$ cat src/rtl/mul8_inv_div16by8_seq.sv
// Sequential radix-2 restoring divider: 2W-bit dividend / W-bit divisor -> W-bit quotient and remainder.
// Used as the exact inverse of the 8x8 multipliers; one quotient bit per clock, valid/ready on both sides.
module mul8_inv_div16by8_seq #(
  parameter int unsigned WIDTH = 8
) (
  input  logic                 clk,
  input  logic                 rst_n,
  input  logic                 in_valid,
  output logic                 in_ready,
  input  logic [2*WIDTH-1:0]   P,
  input  logic [WIDTH-1:0]     B,
  output logic                 out_valid,
  input  logic                 out_ready,
  output logic [WIDTH-1:0]     Q,
  output logic [WIDTH-1:0]     R,
  output logic                 dbz,
  output logic                 ovf
);

  localparam int unsigned CW = $clog2(WIDTH + 1);

  typedef enum logic [1:0] {
    IDLE = 2'd0,
    RUN  = 2'd1,
    DONE = 2'd2
  } state_t;

  state_t             state;
  logic [WIDTH-1:0]   b_reg;
  logic [WIDTH-1:0]   rem;
  logic [WIDTH-1:0]   shreg;
  logic [CW-1:0]      cnt;

  logic [WIDTH-1:0]   p_hi;
  logic [WIDTH:0]     trial;
  logic               q_bit;
  logic [WIDTH-1:0]   rem_next;
  logic [WIDTH-1:0]   shreg_next;

  assign p_hi = P[2*WIDTH-1:WIDTH];

  // One restoring step; rem stays below b_reg, so it needs only W bits between steps.
  // shreg shifts dividend bits out at the MSB while quotient bits enter at the LSB.
  always_comb begin
    trial      = {rem, shreg[WIDTH-1]};
    q_bit      = 1'b0;
    rem_next   = trial[WIDTH-1:0];
    shreg_next = {shreg[WIDTH-2:0], 1'b0};
    if (trial >= {1'b0, b_reg}) begin
      q_bit    = 1'b1;
      rem_next = WIDTH'(trial - {1'b0, b_reg});
    end
    shreg_next = {shreg[WIDTH-2:0], q_bit};
  end

  always_ff @(posedge clk or negedge rst_n) begin
    if (!rst_n) begin
      state     <= IDLE;
      in_ready  <= 1'b1;
      out_valid <= 1'b0;
      Q         <= '0;
      R         <= '0;
      dbz       <= 1'b0;
      ovf       <= 1'b0;
      b_reg     <= '0;
      rem       <= '0;
      shreg     <= '0;
      cnt       <= '0;
    end else begin
      case (state)
        IDLE: begin
          if (in_valid) begin
            b_reg    <= B;
            in_ready <= 1'b0;
            if (B == '0) begin
              state     <= DONE;
              out_valid <= 1'b1;
              dbz       <= 1'b1;
              ovf       <= 1'b0;
              Q         <= '1;
              R         <= '0;
            end else if (p_hi >= B) begin
              // Quotient would not fit in W bits.
              state     <= DONE;
              out_valid <= 1'b1;
              dbz       <= 1'b0;
              ovf       <= 1'b1;
              Q         <= '1;
              R         <= '0;
            end else begin
              state <= RUN;
              rem   <= p_hi;
              shreg <= P[WIDTH-1:0];
              cnt   <= CW'(WIDTH);
            end
          end
        end
        RUN: begin
          rem   <= rem_next;
          shreg <= shreg_next;
          cnt   <= cnt - CW'(1);
          if (cnt == CW'(1)) begin
            state     <= DONE;
            out_valid <= 1'b1;
            Q         <= shreg_next;
            R         <= rem_next;
            dbz       <= 1'b0;
            ovf       <= 1'b0;
          end
        end
        DONE: begin
          if (out_ready) begin
            state     <= IDLE;
            out_valid <= 1'b0;
            in_ready  <= 1'b1;
          end
        end
        default: begin
          state     <= IDLE;
          out_valid <= 1'b0;
          in_ready  <= 1'b1;
        end
      endcase
    end
  end

endmodule
$ cat config.mk
export PLATFORM = sky130hd
export DESIGN_NAME = mul8_inv_div16by8_seq
export DESIGN_NICKNAME = d
export VERILOG_FILES = /design/src/rtl/mul8_inv_div16by8_seq.sv
export SDC_FILE = /design/constraint.sdc
export NUM_CORES = 1
export LEC_CHECK = 0
export ABC_AREA = 1
export CAP_MARGIN = 20
export CORE_MARGIN = 10
export CORE_UTILIZATION = 51
export CTS_BUF_LIST = sky130_fd_sc_hd__clkbuf_4
export DETAILED_ROUTE_END_ITERATION = 7
export PLACE_DENSITY = 0.81
export SYNTH_ARGS = -nofsm -noshare
export SYNTH_HDL_FRONTEND = slang
export SYNTH_SLANG_ARGS = --single-unit
$ cat constraint.sdc
create_clock -name clk -period 1.7 [get_ports clk]
set_clock_uncertainty 0.05 [all_clocks]
set_input_delay 0.425 -clock clk [delete_from_list [all_inputs] [get_ports clk]]
set_output_delay 0.425 -clock clk [all_outputs]
set_load 0.02 [all_outputs]
==> flow_summary.ini, run 1 <==
[run_status]
outcome = finished with violations
failed_checks = setup timing

[worst_setup_path]
cp_slowest_stage_delay_ps = 490
critical_path.endpoint_type = flip-flop
crit_chain = inv_2 > nand2_2 > nor2_1 > nor2_1 > nand2_2 > nand2_1 > o21ai_1
cp-start-kind = flip-flop
worstPathArrival_ps = 2090
crit_family = simple AND/OR/NAND/NOR gates
crit_fanout = 7
slowest_stage = dfrtp_2
path_buf_inv = 1
worstSetupPathType = reg2reg
required_ps = 1920

[yosys]
yosys_warnings = 0
synth_area_leaders = dfrtp_1 38%, nand2_1 17%, ha_1 7.1%
synth-edff-count = 0
postSynth.topFlopCell = dfrtp_1
syn-num-nets = 475
synth_top_area_share_pct = 38.4
ys_ff_latch = 50
synth_seq_area_share_pct = 39.3
synth_top_area_cell = dfrtp_1
postSynthAreaPerCell_um2 = 7.45
ys_types = 34
syn_area_um2 = 3190
synthCells = 428
async_flop_share_pct = 100

[pwr]
p_sw_mw = 5.44
power_density_nw_per_um2 = 2240
seq_power_share_pct = 19.6
p_sw_share_pct = 50.0
pwr-share-comb_pct = 73.7
peakVddDrop_uv = 1600
clockPowerShare_pct = 6.7
power.internal_mw = 5.44
finalPower_mw = 10.9
p_leak_nw = 2.45

[routing]
wire_per_inst_um = 18.1
firstDrtPassIters = 6
drt_iter0_drc = 489
antenna_left = 0
wirelength_mm = 11.3
via_per_inst = 5.68
drc = 0
via_count = 3536

[timing]
timing.final.crit_share_pct = 110
hold_viol = 0
max_freq_ghz = 0.535
whs_ps = 258
tns_ps = -2270
tightest_slew_ps = 565
drv_slew = 0
rsz0062_at_grt = true
slew_headroom_pct = 62.2
finalSetupViolations = 24
min_period_ps = 1870
setup_ws_ps = -169

[floorplan]
ioPinCount = 48
die_height_um = 99.1
initial_core_util_pct = 53.3
rows = 28
core-area_um2 = 5990
die-area_um2 = 9820
dieWidth_um = 99.1

[clock_network]
cts_tree = yes
clock_latency_ps = 380
clk_pin_slew_ps = 160
root_buffer = clkbuf_4
cts_buffers = 5
clock_sinks = 50
clockBufferDepth = 2
htree_levels = 2

[flow_run]
max_cap_viol_count = 0

[placement]
gp_congestion = 0.911
io_buffers = 47
dp_hpwl_mm = 6.58

[final_layout]
fin_nets = 594
antennaDiodeCount = 0
drive_gt1_share_pct = 38.7
syn_to_final_growth_pct = 52.0

[global_route]
grt_pass1_wl_mm = 16.4
grt_usage_pct = 19.9
antenna_found_initial = 0
grt_max_degree = 36
grt_pass1_vias = 3344
grt_overflow = 0

[min_path]
hold_path.class = in2reg
## layout by cell type (no fill, tap or decap), types with 2 or more instances in the layout
cell type and count:
a21oi_1 4, a21oi_2 3, buf_12 5, buf_2 5, buf_4 58, buf_6 11, clkbuf_2 5, clkbuf_4 5
clkdlybuf4s15_1 5, clkdlybuf4s50_1 10, dfrtp_1 48, dlygate4sd2_1 22, ha_1 4, ha_2 2, ha_4 12, inv_1 28
inv_2 20, inv_6 2, nand2_1 117, nand2_2 28, nand2_4 7, nand3_1 29, nand3_2 15, nand3_4 5
nand4_1 10, nor2_1 18, nor2_2 4, nor2_4 9, o21ai_0 15, o21ai_1 13, o21ai_2 3, o21bai_1 6
xor2_1 2
## final timing paths
| check | slack, ps | depth (start not counted) | startpoint | to |
|---|---|---|---|---|
| setup / recovery | -170 | 7 | state[1] | shreg[2] |
| hold / removal | 260 | 3 | B[5] | b_reg[5] |
| setup reg to reg | -170 | 7 | state[1] | shreg[2] |
| hold reg to reg | 450 | 2 | R[3] | R[3] |
| max in group asynchronous | 660 | 3 | rst_n | b_reg[3] |
| min in group asynchronous | 420 | 2 | rst_n | Q[5] |
## Yosys cell counts, types with 2 or more instances
cell type	n
buf_6	4
xor2_1	2
nor2_1	25
nor2_2	3
buf_2	4
nand2_1	147
dfrtp_1	49
nand4_1	10
nand3_2	3
o21ai_0	19
inv_1	46
inv_2	3
ha_1	18
clkbuf_1	2
o21ai_1	12
xnor2_1	2
o21bai_1	6
buf_4	3
nand3_1	44
nor2_4	3
a21oi_1	6
nand2_2	5
## tightest hold or removal path, stage by stage
cell and delay (ps):
clkbuf_2 110, nand2_1 60, o21ai_0 60
## layer usage
layer	vias up	GRT usage, %	wire length [um]	share of wire [%]
met5	-	0	0	0
met3	42	4.29	928	8.2
met1	1672	26.0	4570	40
met4	0	5.62	431	3.8
li1	1619	-	-	-
met2	203	32.3	5370	48
## cell families after synthesis
family                     synth area share [%]
DFF                                        39.3
buffers and inverters                      8.94
AOI/OAI and AO/OA                          8.00
and+or+nand+nor                            35.0
adders and majority gates                  7.69
xor gates and xnor gates                   1.10
## what timing repair did
| item | CTS | global route |
|---|---|---|
| setup buffers | 12 | 8 |
| endpoints found under the setup margin | 60 | 41 |
| endpoints found under the hold margin | 14 | 0 |
| pin swaps | 44 | 27 |
| gates resized for setup | 118 | 62 |
| hold buffers | 1 | 0 |
| gates cloned | 5 | 1 |
## per-stage QoR
step	instance area, um^2	instances	util (%)	setup WS, ps
final	4850	623	81.0	-169
after global routing	4850	623	81.0	-260
after CTS	4720	617	78.7	-100
after detailed placement	4200	592	70.1	-691
after global placement	4200	592	70.1	-617
after floorplan	3290	428	-	-5.71
## power groups by stage
stage | registers, mW | logic (mW) | clock network (mW)
5_1_grt | 2.19 | 8.58 | 0.776
3_5_place_dp | 2.09 | 5.97 | 0
4_1_cts | 2.09 | 7.24 | 0.718
6_report | 2.13 | 8.02 | 0.726
3_3_place_gp | 2.07 | 5.83 | 0
2_1_floorplan | 2.31 | 3.69 | 0
## final cells by class
cell class	instances	area, um^2
timing repair buffer	123	1090
clock inverter	3	42.5
sequential	50	1250
clock buffer	5	37.5
inverter	50	195
fill	346	1140
tap	75	93.8
multi-input combinational	317	2140
No activity file was read; power rests on OpenSTA's default activity.
==> run 2: changes to the inputs <==
--- a/config.mk
+++ b/config.mk
@@ -8,10 +8,11 @@
 export ABC_AREA = 1
 export CAP_MARGIN = 20
 export CORE_MARGIN = 10
-export CORE_UTILIZATION = 51
+export CORE_UTILIZATION = 35
 export CTS_BUF_LIST = sky130_fd_sc_hd__clkbuf_4
+export CTS_CLUSTER_DIAMETER = 30
 export DETAILED_ROUTE_END_ITERATION = 7
-export PLACE_DENSITY = 0.81
+export PLACE_DENSITY = 0.6
 export SYNTH_ARGS = -nofsm -noshare
 export SYNTH_HDL_FRONTEND = slang
 export SYNTH_SLANG_ARGS = --single-unit
==> run 2 against run 1 <==
Net effect: the flow still finishes with violations (setup timing); power about the same; core utilization is 25 points lower; global-route usage shrank 5.9 points; final cell count is 5.5% higher; largest cell class unchanged; sequential cell count unchanged; first-iteration DRC count fell by 57%; non-clock buffer count shrank 2; final area grew 2.5%; hold slack lost 21 ps; register-to-register slack improved by 30 ps; setup slack better by 32 ps; highest routed layer unchanged; fmax up 1.7%.
==> flow_summary.ini, run 2 (synthesized netlist as in run 1, its figures left out) <==
[timing]
drv_slew = 0
tns_ps = -1440
finalSetupViolations = 17
whs_ps = 238
timing.final.crit_share_pct = 108
slew_headroom_pct = 70.3
max_freq_ghz = 0.544
tightest_slew_ps = 446
hold_viol = 0
rsz0062_at_grt = true
min_period_ps = 1840
setup_ws_ps = -137

[routing]
wirelength_mm = 10.1
antenna_left = 0
drc = 0
firstDrtPassIters = 7
via_count = 3310
drt_iter0_drc = 211
wire_per_inst_um = 15.4
via_per_inst = 5.04

[pwr]
p_leak_nw = 2.47
power_density_nw_per_um2 = 2190
peakVddDrop_uv = 825
finalPower_mw = 10.9

[worst_setup_path]
crit_fanout = 2
critical_path.endpoint_type = flip-flop
worstPathArrival_ps = 2110
required_ps = 1970
slowest_stage = dfrtp_1
cp.depth = 11
path_buf_inv = 1
worst_r2r_path_depth = 11
cp_slowest_stage_delay_ps = 470
crit_chain = ha_4 > fa_2 > inv_2 > nand3_2 > nand3_2 > nand2_2 > nand2_2 > nand3_2 > nand2_2 > nand2_1 > nand2_1
cp-start-kind = flip-flop
worstSetupPathType = reg2reg
crit_family = adder cells

[clock_network]
clock_latency_ps = 380
cts_tree = yes
clockBufferDepth = 2
htree_levels = 2
cts_buffers = 5
root_buffer = clkbuf_4
clock_sinks = 50
clk_pin_slew_ps = 170

[floorplan]
core-area_um2 = 8810
rows = 34
die_height_um = 115
die-area_um2 = 13300
initial_core_util_pct = 36.2
ioPinCount = 48
dieWidth_um = 115

[placement]
pre_cts_ws_ps = -677
place_area_um2 = 4260
dp_cells = 627
io_buffers = 47
dp_hpwl_mm = 6.55
gp_congestion = 0.908

[final_layout]
antennaDiodeCount = 0
fin_nets = 595
syn_to_final_growth_pct = 55.8
drive_gt1_share_pct = 38.8
final_util_pct = 56.4
final_cell_mix = 119 x nand2_1, 60 x buf_4, 48 x dfrtp_1
mostFrequentLayoutCell = nand2_1
fin_area_um2 = 4970
final_cells = 657

[run_status]
outcome = finished with violations
failed_checks = setup timing

[global_route]
grt_pass1_wl_mm = 15.3
grt_overflow = 0
grt_max_degree = 36
grt_usage_pct = 14.0
antenna_found_initial = 0
grt_pass1_vias = 3225

[flow_run]
max_cap_viol_count = 0

[min_path]
hold_path_depth = 3
hold_path.class = in2reg
run 2: repair_timing:
item / CTS / global route
pin swaps: 29 / 44
endpoints found under the setup margin: 60 / 39
hold buffers: 1 / 0
resized for setup: 101 / 72
setup buffers: 6 / 9
endpoints found under the hold margin: 15 / 0
cloned: 5 / 3
run 2: worst register-to-register path: stages (launching register included):
cell and delay [ps]:
dfrtp_1 470, ha_4 200, fa_2 430, inv_2 90, nand3_2 70, nand3_2 70
nand2_2 50, nand2_2 90, nand3_2 70, nand2_2 80, nand2_1 50, nand2_1 60
run 2: metal layers:
layer	GRT usage, %	vias to the layer above	share of wire, %	wire (um)
met2	22.4	116	48	4850
met4	6.00	0	2.3	231
met1	18.0	1551	44	4390
met3	2.69	19	6.1	618
met5	0	-	0	0
li1	-	1624	-	-
run 2: worst paths after layout:
kind / from / endpoint / slack (ps)
worst max register to register: b_reg[0] / R[6] / -140
worst max-delay path: b_reg[0] / R[6] / -140
max in group asynchronous: rst_n / state[1] / 610
worst min-delay path: B[2] / b_reg[2] / 240
min in group asynchronous: rst_n / shreg[2] / 440
worst min register to register: out_valid / out_valid / 440
run 2: report_power, final:
part	switching [mW]	leakage [nW]	internal, mW	total (mW)
sequential	0.382	0.620	1.75	2.13
clock	0.405	0.0432	0.311	0.716
combinational	4.57	1.81	3.46	8.03
run 2: cell type report:
type	count	area [um^2]
Fill cell	774	3840
Multi-Input combinational cell	320	2250
Sequential cell	50	1250
Timing Repair Buffer	121	1060
Inverter	50	195
Tap cell	108	135
Clock inverter	3	42.5
Clock buffer	5	37.5
